===== src/rtl/l1t_pkg.sv =====
// Shared definitions for the l1_trigger_mc block: FSM state encodings and width helpers.
package l1t_pkg;

    localparam logic [1:0] ST_IDLE   = 2'd0;
    localparam logic [1:0] ST_ACCUM  = 2'd1;
    localparam logic [1:0] ST_DECIDE = 2'd2;

    function automatic int clog2(input int n);
        int r;
        int v;
        r = 0;
        v = n - 1;
        while (v > 0) begin
            r = r + 1;
            v = v >> 1;
        end
        return r;
    endfunction

    // Counter width that never collapses to zero bits.
    function automatic int cnt_width(input int n);
        return (clog2(n) > 0) ? clog2(n) : 1;
    endfunction

    // Wide enough that the sum of CH ReLU terms can never overflow.
    function automatic int acc_width(input int w, input int ch);
        return 2 * w + 2 + clog2(ch);
    endfunction

endpackage


===== src/rtl/l1t_channel_mac.sv =====
// Combinational per-channel score: max(0, WE*energy + WI*isol + BIAS), all signed,
// returned as an unsigned ACC_W-bit term.
module l1t_channel_mac
    import l1t_pkg::*;
#(
    parameter int W     = 8,
    parameter int WE    = 2,
    parameter int WI    = 1,
    parameter int BIAS  = -64,
    parameter int ACC_W = acc_width(W, 1)
) (
    input  logic [W-1:0]     energy,
    input  logic [W-1:0]     isol,
    output logic [ACC_W-1:0] s
);

    function automatic logic signed [ACC_W-1:0] sext(input logic [W-1:0] v);
        return {{(ACC_W - W){v[W-1]}}, v};
    endfunction

    // Weights are W-bit signed quantities; the bias is sign-extended from its full value.
    localparam logic signed [ACC_W-1:0] WE_X   = sext(W'(WE));
    localparam logic signed [ACC_W-1:0] WI_X   = sext(W'(WI));
    localparam logic signed [ACC_W-1:0] BIAS_X = ACC_W'(BIAS);

    logic signed [ACC_W-1:0] energy_x;
    logic signed [ACC_W-1:0] isol_x;
    logic signed [ACC_W-1:0] term;

    assign energy_x = sext(energy);
    assign isol_x   = sext(isol);
    assign term     = energy_x * WE_X + isol_x * WI_X + BIAS_X;
    assign s        = term[ACC_W-1] ? '0 : term;

endmodule


===== src/rtl/l1_trigger_mc.sv =====
// Multi-channel L1 trigger: one shared MAC scores CH channels serially, sums and thresholds.
// Optional prescaler on non-vetoed passes is compiled in with `define L1T_PRESCALE_EN.
module l1_trigger_mc
    import l1t_pkg::*;
#(
    parameter int W        = 8,
    parameter int CH       = 4,
    parameter int WE       = 2,
    parameter int WI       = 1,
    parameter int BIAS     = -64,
    parameter int THRESH   = 200,
    parameter int HOLDOFF  = 8,
    parameter int PRESCALE = 1,
    localparam int ACC_W   = acc_width(W, CH)
) (
    input  logic              clk,
    input  logic              rst,
    input  logic              in_valid,
    output logic              in_ready,
    input  logic [CH*W-1:0]   energy,
    input  logic [CH*W-1:0]   isol,
    output logic              dec_valid,
    output logic              trigger,
    output logic              vetoed,
    output logic [ACC_W-1:0]  score
);

    localparam int IDX_W = cnt_width(CH);
    localparam int HO_W  = cnt_width(HOLDOFF + 1);
    localparam logic [IDX_W-1:0] LAST_IDX  = IDX_W'(CH - 1);
    localparam logic [ACC_W-1:0] THRESH_X  = ACC_W'(THRESH);
    localparam logic [HO_W-1:0]  HOLDOFF_X = HO_W'(HOLDOFF);

    logic [1:0]       state;
    logic [IDX_W-1:0] ch_idx;
    logic [ACC_W-1:0] acc;
    logic [ACC_W-1:0] s_sel;
    logic [HO_W-1:0]  holdoff_cnt;
    logic [CH*W-1:0]  energy_q;
    logic [CH*W-1:0]  isol_q;
    logic             pass;
    logic             hold_busy;

    l1t_channel_mac #(
        .W     (W),
        .WE    (WE),
        .WI    (WI),
        .BIAS  (BIAS),
        .ACC_W (ACC_W)
    ) u_mac (
        .energy (energy_q[ch_idx*W +: W]),
        .isol   (isol_q[ch_idx*W +: W]),
        .s      (s_sel)
    );

    assign in_ready  = (state == ST_IDLE) && !rst;
    assign dec_valid = (state == ST_DECIDE) && !rst;
    assign pass      = acc >= THRESH_X;
    assign hold_busy = holdoff_cnt != '0;
    assign vetoed    = dec_valid && pass && hold_busy;
    assign score     = dec_valid ? acc : '0;

`ifdef L1T_PRESCALE_EN
    localparam int PS_W = cnt_width(PRESCALE);
    localparam logic [PS_W-1:0] PS_LAST = PS_W'(PRESCALE - 1);

    logic [PS_W-1:0] presc_cnt;
    logic            eligible;

    assign eligible = dec_valid && pass && !hold_busy;
    assign trigger  = eligible && (presc_cnt == PS_LAST);

    always_ff @(posedge clk) begin
        if (rst) begin
            presc_cnt <= '0;
        end else if (eligible) begin
            presc_cnt <= (presc_cnt == PS_LAST) ? '0 : presc_cnt + 1'b1;
        end
    end
`else
    // Keeps PRESCALE referenced when prescaling is compiled out.
    logic unused_prescale;
    assign unused_prescale = ^PRESCALE;
    assign trigger         = dec_valid && pass && !hold_busy;
`endif

    // Holdoff runs independently of the FSM; a veto does not reload it.
    always_ff @(posedge clk) begin
        if (rst) begin
            holdoff_cnt <= '0;
        end else if (trigger) begin
            holdoff_cnt <= HOLDOFF_X;
        end else if (hold_busy) begin
            holdoff_cnt <= holdoff_cnt - 1'b1;
        end
    end

    // NOTE: sequential state uses <= so every register samples pre-edge values.
    always_ff @(posedge clk) begin
        if (rst) begin
            state  <= ST_IDLE;
            ch_idx <= '0;
            acc    <= '0;
        end else begin
            case (state)
                ST_IDLE: begin
                    if (in_valid) begin
                        state  <= ST_ACCUM;
                        ch_idx <= '0;
                        acc    <= '0;
                    end
                end
                ST_ACCUM: begin
                    acc <= acc + s_sel;
                    if (ch_idx == LAST_IDX) begin
                        ch_idx <= '0;
                        state  <= ST_DECIDE;
                    end else begin
                        ch_idx <= ch_idx + 1'b1;
                    end
                end
                ST_DECIDE: state <= ST_IDLE;
                default:   state <= ST_IDLE;
            endcase
        end
    end

    // NOTE: sample registers carry no reset; they are always loaded before the FSM reads them.
    always_ff @(posedge clk) begin
        if (state == ST_IDLE && in_valid) begin
            energy_q <= energy;
            isol_q   <= isol;
        end
    end

endmodule


===== config.mk =====
export PLATFORM = sky130hd
export DESIGN_NAME = l1_trigger_mc
export DESIGN_NICKNAME = d
export VERILOG_FILES = /design/src/rtl/l1t_pkg.sv /design/src/rtl/l1t_channel_mac.sv /design/src/rtl/l1_trigger_mc.sv
export SDC_FILE = /design/constraint.sdc
export NUM_CORES = 1
export LEC_CHECK = 0
export BUFFER_PORTS_ARGS = -buffer_cell sky130_fd_sc_hd__buf_2
export CAP_MARGIN = 20
export CORE_MARGIN = 2
export CORE_UTILIZATION = 61
export DETAILED_ROUTE_END_ITERATION = 10
export PLACE_DENSITY = 0.86
export SYNTH_ARGS = -nofsm -noshare
export SYNTH_HDL_FRONTEND = slang
export SYNTH_HIERARCHICAL = 1
export SYNTH_SLANG_ARGS = --single-unit

===== constraint.sdc =====
create_clock -name clk -period 9.8 [get_ports clk]
set_clock_uncertainty 0.1 [all_clocks]
set_input_delay 0.49 -clock clk [delete_from_list [all_inputs] [get_ports clk]]
set_output_delay 0.49 -clock clk [all_outputs]
set_load 0.02 [all_outputs]

Word-level counts from Yosys, hierarchy flattened
Index checks and enable logic that the tools add are counted.

Logic and storage cells: 47. Input bits: 67. Register bits: 92.

Add/sub/neg operators: 5. Equal/unequal tests: 5. Order comparisons: 1. Muxes and demuxes: 12. Shift-type cells: 2. Reduce and logical (&&, ||, !) cells: 15.

Operator list (count): $shiftx A32 B6 Y8 (2); $mux W20 (2); $pmux W20 S2 (1); $add A20 B20 Y20 (1); $add A20 B7 Y20 const B (1); $ge A20 B8 Y1 const B (1); $mux W19 (1); $add A9 B8 Y10 (1); $mux W2 (4); $mux W4 (2); $pmux W2 S2 (2); $logic_and A1 B1 Y1 (6); $eq A2 B2 Y1 const B (2); $ne A2 B2 Y1 const B (2); $reduce_and A2 Y1 (2); $reduce_bool A2 Y1 (2); $reduce_bool A4 Y1 (1); $sub A4 B1 Y4 const B (1); $add A2 B1 Y2 const B (1); $eq A2 B1 Y1 const B (1); $logic_not A1 Y1 (2); $logic_not A2 Y1 (1); $reduce_or A2 Y1 (1).

Logic depth before layout (Yosys ltp)
Word-level depth: 6. Depth in mapped cells: 19.

Hierarchy
The synthesis kept the hierarchy.

By module, submodules not included: l1_trigger_mc (area an instance 4559.4 um2, sequential area each 2482.4 um2, cells an instance 372, instances 1); l1t_channel_mac (area an instance 633.1 um2, sequential area each 0.0 um2, cells an instance 85, instances 1).

Worst setup path after synthesis
OpenSTA, ideal clock, no wires.

Path type: reg2reg. From: reg ch_idx[0]. To: reg acc[16]. Data required time: 9.574 ns. Library setup time: 0.126 ns. Clock period less this slack: 4.974 ns. Slack: 4.826 ns. Cell stages (with the launch flop): 19. Arrival time: 4.747 ns. Path through: dfxtp_1 buf_2 buf_2 mux4_2 ha_1 ha_1 fa_1 a211oi_2 o21ai_2 a31oi_4 nor2_1 ha_1 fa_1 a211oi_1 o211ai_1 and2_1 a41oi_2 a2111o_1 o211ai_1.

Word-level cells in the longest chain between the ends: 6.

Ends and longest elaborated chain: start, declared (RTL line l1_trigger_mc.sv:35) `logic [IDX_W-1:0] ch_idx;`; start signal, assigned (RTL line l1_trigger_mc.sv:119) `ch_idx <= ch_idx + 1'b1;`; $shiftx A32 B6 Y8 (on tied branches) (RTL line l1_trigger_mc.sv:52, l1_trigger_mc.sv:51); $add A9 B8 Y10 * (RTL line l1t_channel_mac.sv:32) `assign term = energy_x * WE_X + isol_x * WI_X + BIAS_X;`; $add A20 B7 Y20 * (RTL line l1t_channel_mac.sv:32); $mux W19 * (RTL line l1t_channel_mac.sv:33) `assign s = term[ACC_W-1] ? '0 : term;`; net s_sel[0] (RTL line l1_trigger_mc.sv:37) `logic [ACC_W-1:0] s_sel;`; $add A20 B20 Y20 * (RTL line l1_trigger_mc.sv:114) `acc <= acc + s_sel;`; $pmux W20 S2 * (RTL line l1_trigger_mc.sv:105) `case (state)`; end signal, assigned (RTL line l1_trigger_mc.sv:114); end, declared (RTL line l1_trigger_mc.sv:36) `logic [ACC_W-1:0] acc;`.

Mark *: on every way through the listed nets, which the timed path passes. The rest lies on a longest branch. A chain may end at the register's enable or synchronous reset.

Final worst setup path
Same ends and word-level chain as after synthesis.

==> summary.md <==
| Metric | Value |
|---|---|
| Share of cells above drive strength 1 | 0.256 |
| CTS Hold Bufs | 0 |
| Post-route ant nets | 0 |
| Commonest cells after routing, fill and taps aside | 90 x buf_2, 64 x edfxtp_1, 38 x ha_1 |
| Max IR drop VDD | 117 uV |
| Initial antenna violation count | 0 |
| Root Buffer | clkbuf_8 |
| Worst slew pin tran | 0.877 ns |
| Hold path depth | 1 |
| Largest net degree at the start of global routing | 53 |
| Synthesis-to-finish area growth | 13.7% |
| Die extent in x | 96.3 um |
| Post-synthesis area per instance | 11.4 um2 |
| GRT Total Usage | 0.244 |
| Placement Rows | 33 |
| Total wire length | 10500 um |
| Lkg Pwr | 2.47 nW |
| Share of power burned in the clock network | 0.235 |
| Net Sw Power | 0.000367 W |
| Clock latency at the later pin of the worst-skew pair | 0.36 ns |
| FFs w/ async S/R, synth | 0 |
| Synth warn | 6 |
| Clock buffer depth | 2 |
| Status | finished, final reports clean |
| Inserted Diodes | 0 |
| Area after DPL | 0.00570 mm2 |
| Via Count | 3806 |
| Max-Cap Viols | 0 |
| DR iter-0 viols | 156 |
| Ys flop type | edfxtp_1 |
| Per-cell routed wire length | 16.0 um |
| # nets final | 653 |
| Final hold slack | 0.193 ns |
| HP Start | energy[27] |
| Crit end category | flip-flop |
| IO Pins | 91 |
| Number of synthesized flops with an enable pin | 64 |
| Vias in the first global route | 3805 |
| Fmax | 192 MHz |
| Final Max Tran Viols | 0 |
| Number of fill cells | 592 |
| Post-CTS Setup Repair Bufs | 0 |
| Final setup vio count | 0 |
| Die height | 96.3 um |
| RR Startpoint | ch_idx[0]$_SDFFE_PP0P_ |
| # clock sinks | 92 |
| Post-synthesis cell count | 457 |
| Crit path max fanout | 15 |
| Hold Path Class | in -> reg |
| Final Util | 0.718 |
| First-pass GRT wire length | 17200 um |
| WP data required | 9.96 ns |
| Pwr Density | 186 mW/mm2 |
| WHS Endpoint | energy_q[27]$_DFFE_PP_ |
| R2R Path End | acc[16]$_SDFFE_PP0P_ |
| Port buffer count | 90 |
| Synth Register Bits | 92 |
| DRC | 0 |
| RSZ-0062 raised after global routing | false |
| Slew Limit Headroom | 0.413 |
| Post-synth cell types | 61 |
| CTS Buf Count | 9 |
| Overall power | 0.00110 W |
| Crit start category | flip-flop |
| Vias per cell | 5.80 |
| RePlAce Congestion | 0.880 |
| Core ar. | 0.00822 mm2 |
| R2R depth | 17 |
| CP Data Arrival Time | 5.37 ns |
| Pint | 0.000730 W |
| CTS tree | built |
| # resized after CTS | 0 |
| Sequential fraction of design power | 0.438 |
| Total congestion overflow | 0 |
| Pre-Repair DR Iteration Count | 4 |
| Post-Syn Area | 0.00519 mm2 |
| Final Cycle Share | 0.532 |
| Combinational share of power | 0.327 |
| Hold Violations, Final | 0 |
| Reg clk slew, reported paths | 0.09 ns |
| Post-route cell area | 0.00590 mm2 |
| Worst reg2reg setup slack | 4.58 ns |
| # H-tree levels | 3 |
| Period minus WS final | 5.22 ns |
| Initial Util | 0.632 |
| Setup TNS | 0 ns |
| Die area | 0.00927 mm2 |
| HPWL after detailed placement | 7950 um |
| Switching share of power | 0.335 |
| Commonest non-fill, non-tap cell in the layout | buf_2 |
| Register area share after synthesis | 0.478 |
| Worst setup path class | reg -> reg |
[metrics by stage]
step / setup slack, ns / std cells
CTS: 4.56 / 656
detailed placement: 4.57 / 640
global route: 4.21 / 656
global placement: 4.71 / 640
finish: 4.58 / 656
floorplan: 4.83 / 466
[critical path, stage by stage (launching register included)]
cell and delay, ns:
dfxtp_1 0.43, buf_4 0.33, mux4_2 0.54, ha_1 0.31, ha_1 0.24, fa_1 0.44, a211oi_2 0.28, o21ai_2 0.14
a31oi_4 0.33, nor2_1 0.08, ha_1 0.23, fa_1 0.43, a211oi_1 0.31, o211ai_1 0.16, and2_1 0.19, a41oi_2 0.30
a2111o_1 0.19, o211ai_1 0.08
[synth_stat cells (3+ instances only)]
master	number	area, um2
edfxtp_1	64	1920
ha_1	38	475
nor2_1	35	131
dfxtp_1	28	561
a21oi_1	27	135
nand2_1	25	93.8
and2_1	23	144
inv_1	22	82.6
o21ai_0	20	100
mux4_2	16	360
nand3_1	12	60.1
clkbuf_1	11	41.3
buf_4	10	75.1
nor3_1	10	50.1
a21o_1	8	60.1
nor3b_1	8	60.1
xnor2_1	8	70.1
xor2_1	6	52.6
a211oi_1	5	37.5
or3_1	5	31.3
a22oi_1	4	30.0
a32o_1	4	40.0
mux2i_1	4	40.0
nand2b_1	4	25.0
nor2b_1	4	25.0
nor4_1	4	25.0
o211ai_1	4	30.0
a211oi_2	3	37.5
buf_2	3	15.0
nand4_1	3	18.8
[power by group through the flow]
stage | Combinational [W] | Sequential (W) | Clock, W
6_report | 0.000358 | 0.000481 | 0.000258
5_1_grt | 0.000397 | 0.000484 | 0.000276
4_1_cts | 0.000354 | 0.000481 | 0.000262
3_5_place_dp | 0.000351 | 0.000489 | 0
3_3_place_gp | 0.000334 | 0.000487 | 0
2_1_floorplan | 0.000283 | 0.000479 | 0
[logic make-up after synthesis]
| logic type | after synthesis | share of synthesized area |
|---|---|---|
| AOI/OAI and AO/OA | 102 | 0.140 |
| xor gates and xnor gates | 14 | 0.0236 |
| adders and majority gates | 40 | 0.0993 |
| buffers and inverters | 47 | 0.0419 |
| DFF | 92 | 0.478 |
| muxes | 20 | 0.0771 |
| other | 1 | 0.000722 |
| and+or+nand+nor | 141 | 0.139 |
[how the worst max path moves through the flow]
stage,start,end
2_1_floorplan,ch_idx[0]$_SDFFE_PP0P_,acc[16]$_SDFFE_PP0P_
3_3_place_gp,ch_idx[0]$_SDFFE_PP0P_,acc[16]$_SDFFE_PP0P_
3_5_place_dp,ch_idx[0]$_SDFFE_PP0P_,acc[16]$_SDFFE_PP0P_
4_1_cts,ch_idx[0]$_SDFFE_PP0P_,acc[16]$_SDFFE_PP0P_
5_1_grt,ch_idx[0]$_SDFFE_PP0P_,acc[16]$_SDFFE_PP0P_
6_report,ch_idx[0]$_SDFFE_PP0P_,acc[16]$_SDFFE_PP0P_
[state kept, by name, indices dropped and copies added (netlist names)]
signal and cells:
state 2, acc 20, holdoff_cnt 4, isol_q 32, ch_idx 2, energy_q 32
[area by class of cell]
type                       instances  area [um2]  area share
clock buffer                      10         128      0.0216
multi-input combinational        327        2530       0.428
sequential                        92        2480       0.421
tap                              105         131      0.0223
clock inverter                     6        71.3      0.0121
timing repair buffer              94         480      0.0814
inverter                          22        82.6      0.0140
[routing by layer]
metal,global-route usage,up-vias,part of all wire
met3,0.0415,22,0.043
met4,0.104,0,0.021
li1,-,1877,-
met1,0.281,1796,0.40
met5,0,-,0
met2,0.446,111,0.54
No activity file was read; power rests on OpenSTA's default activity.
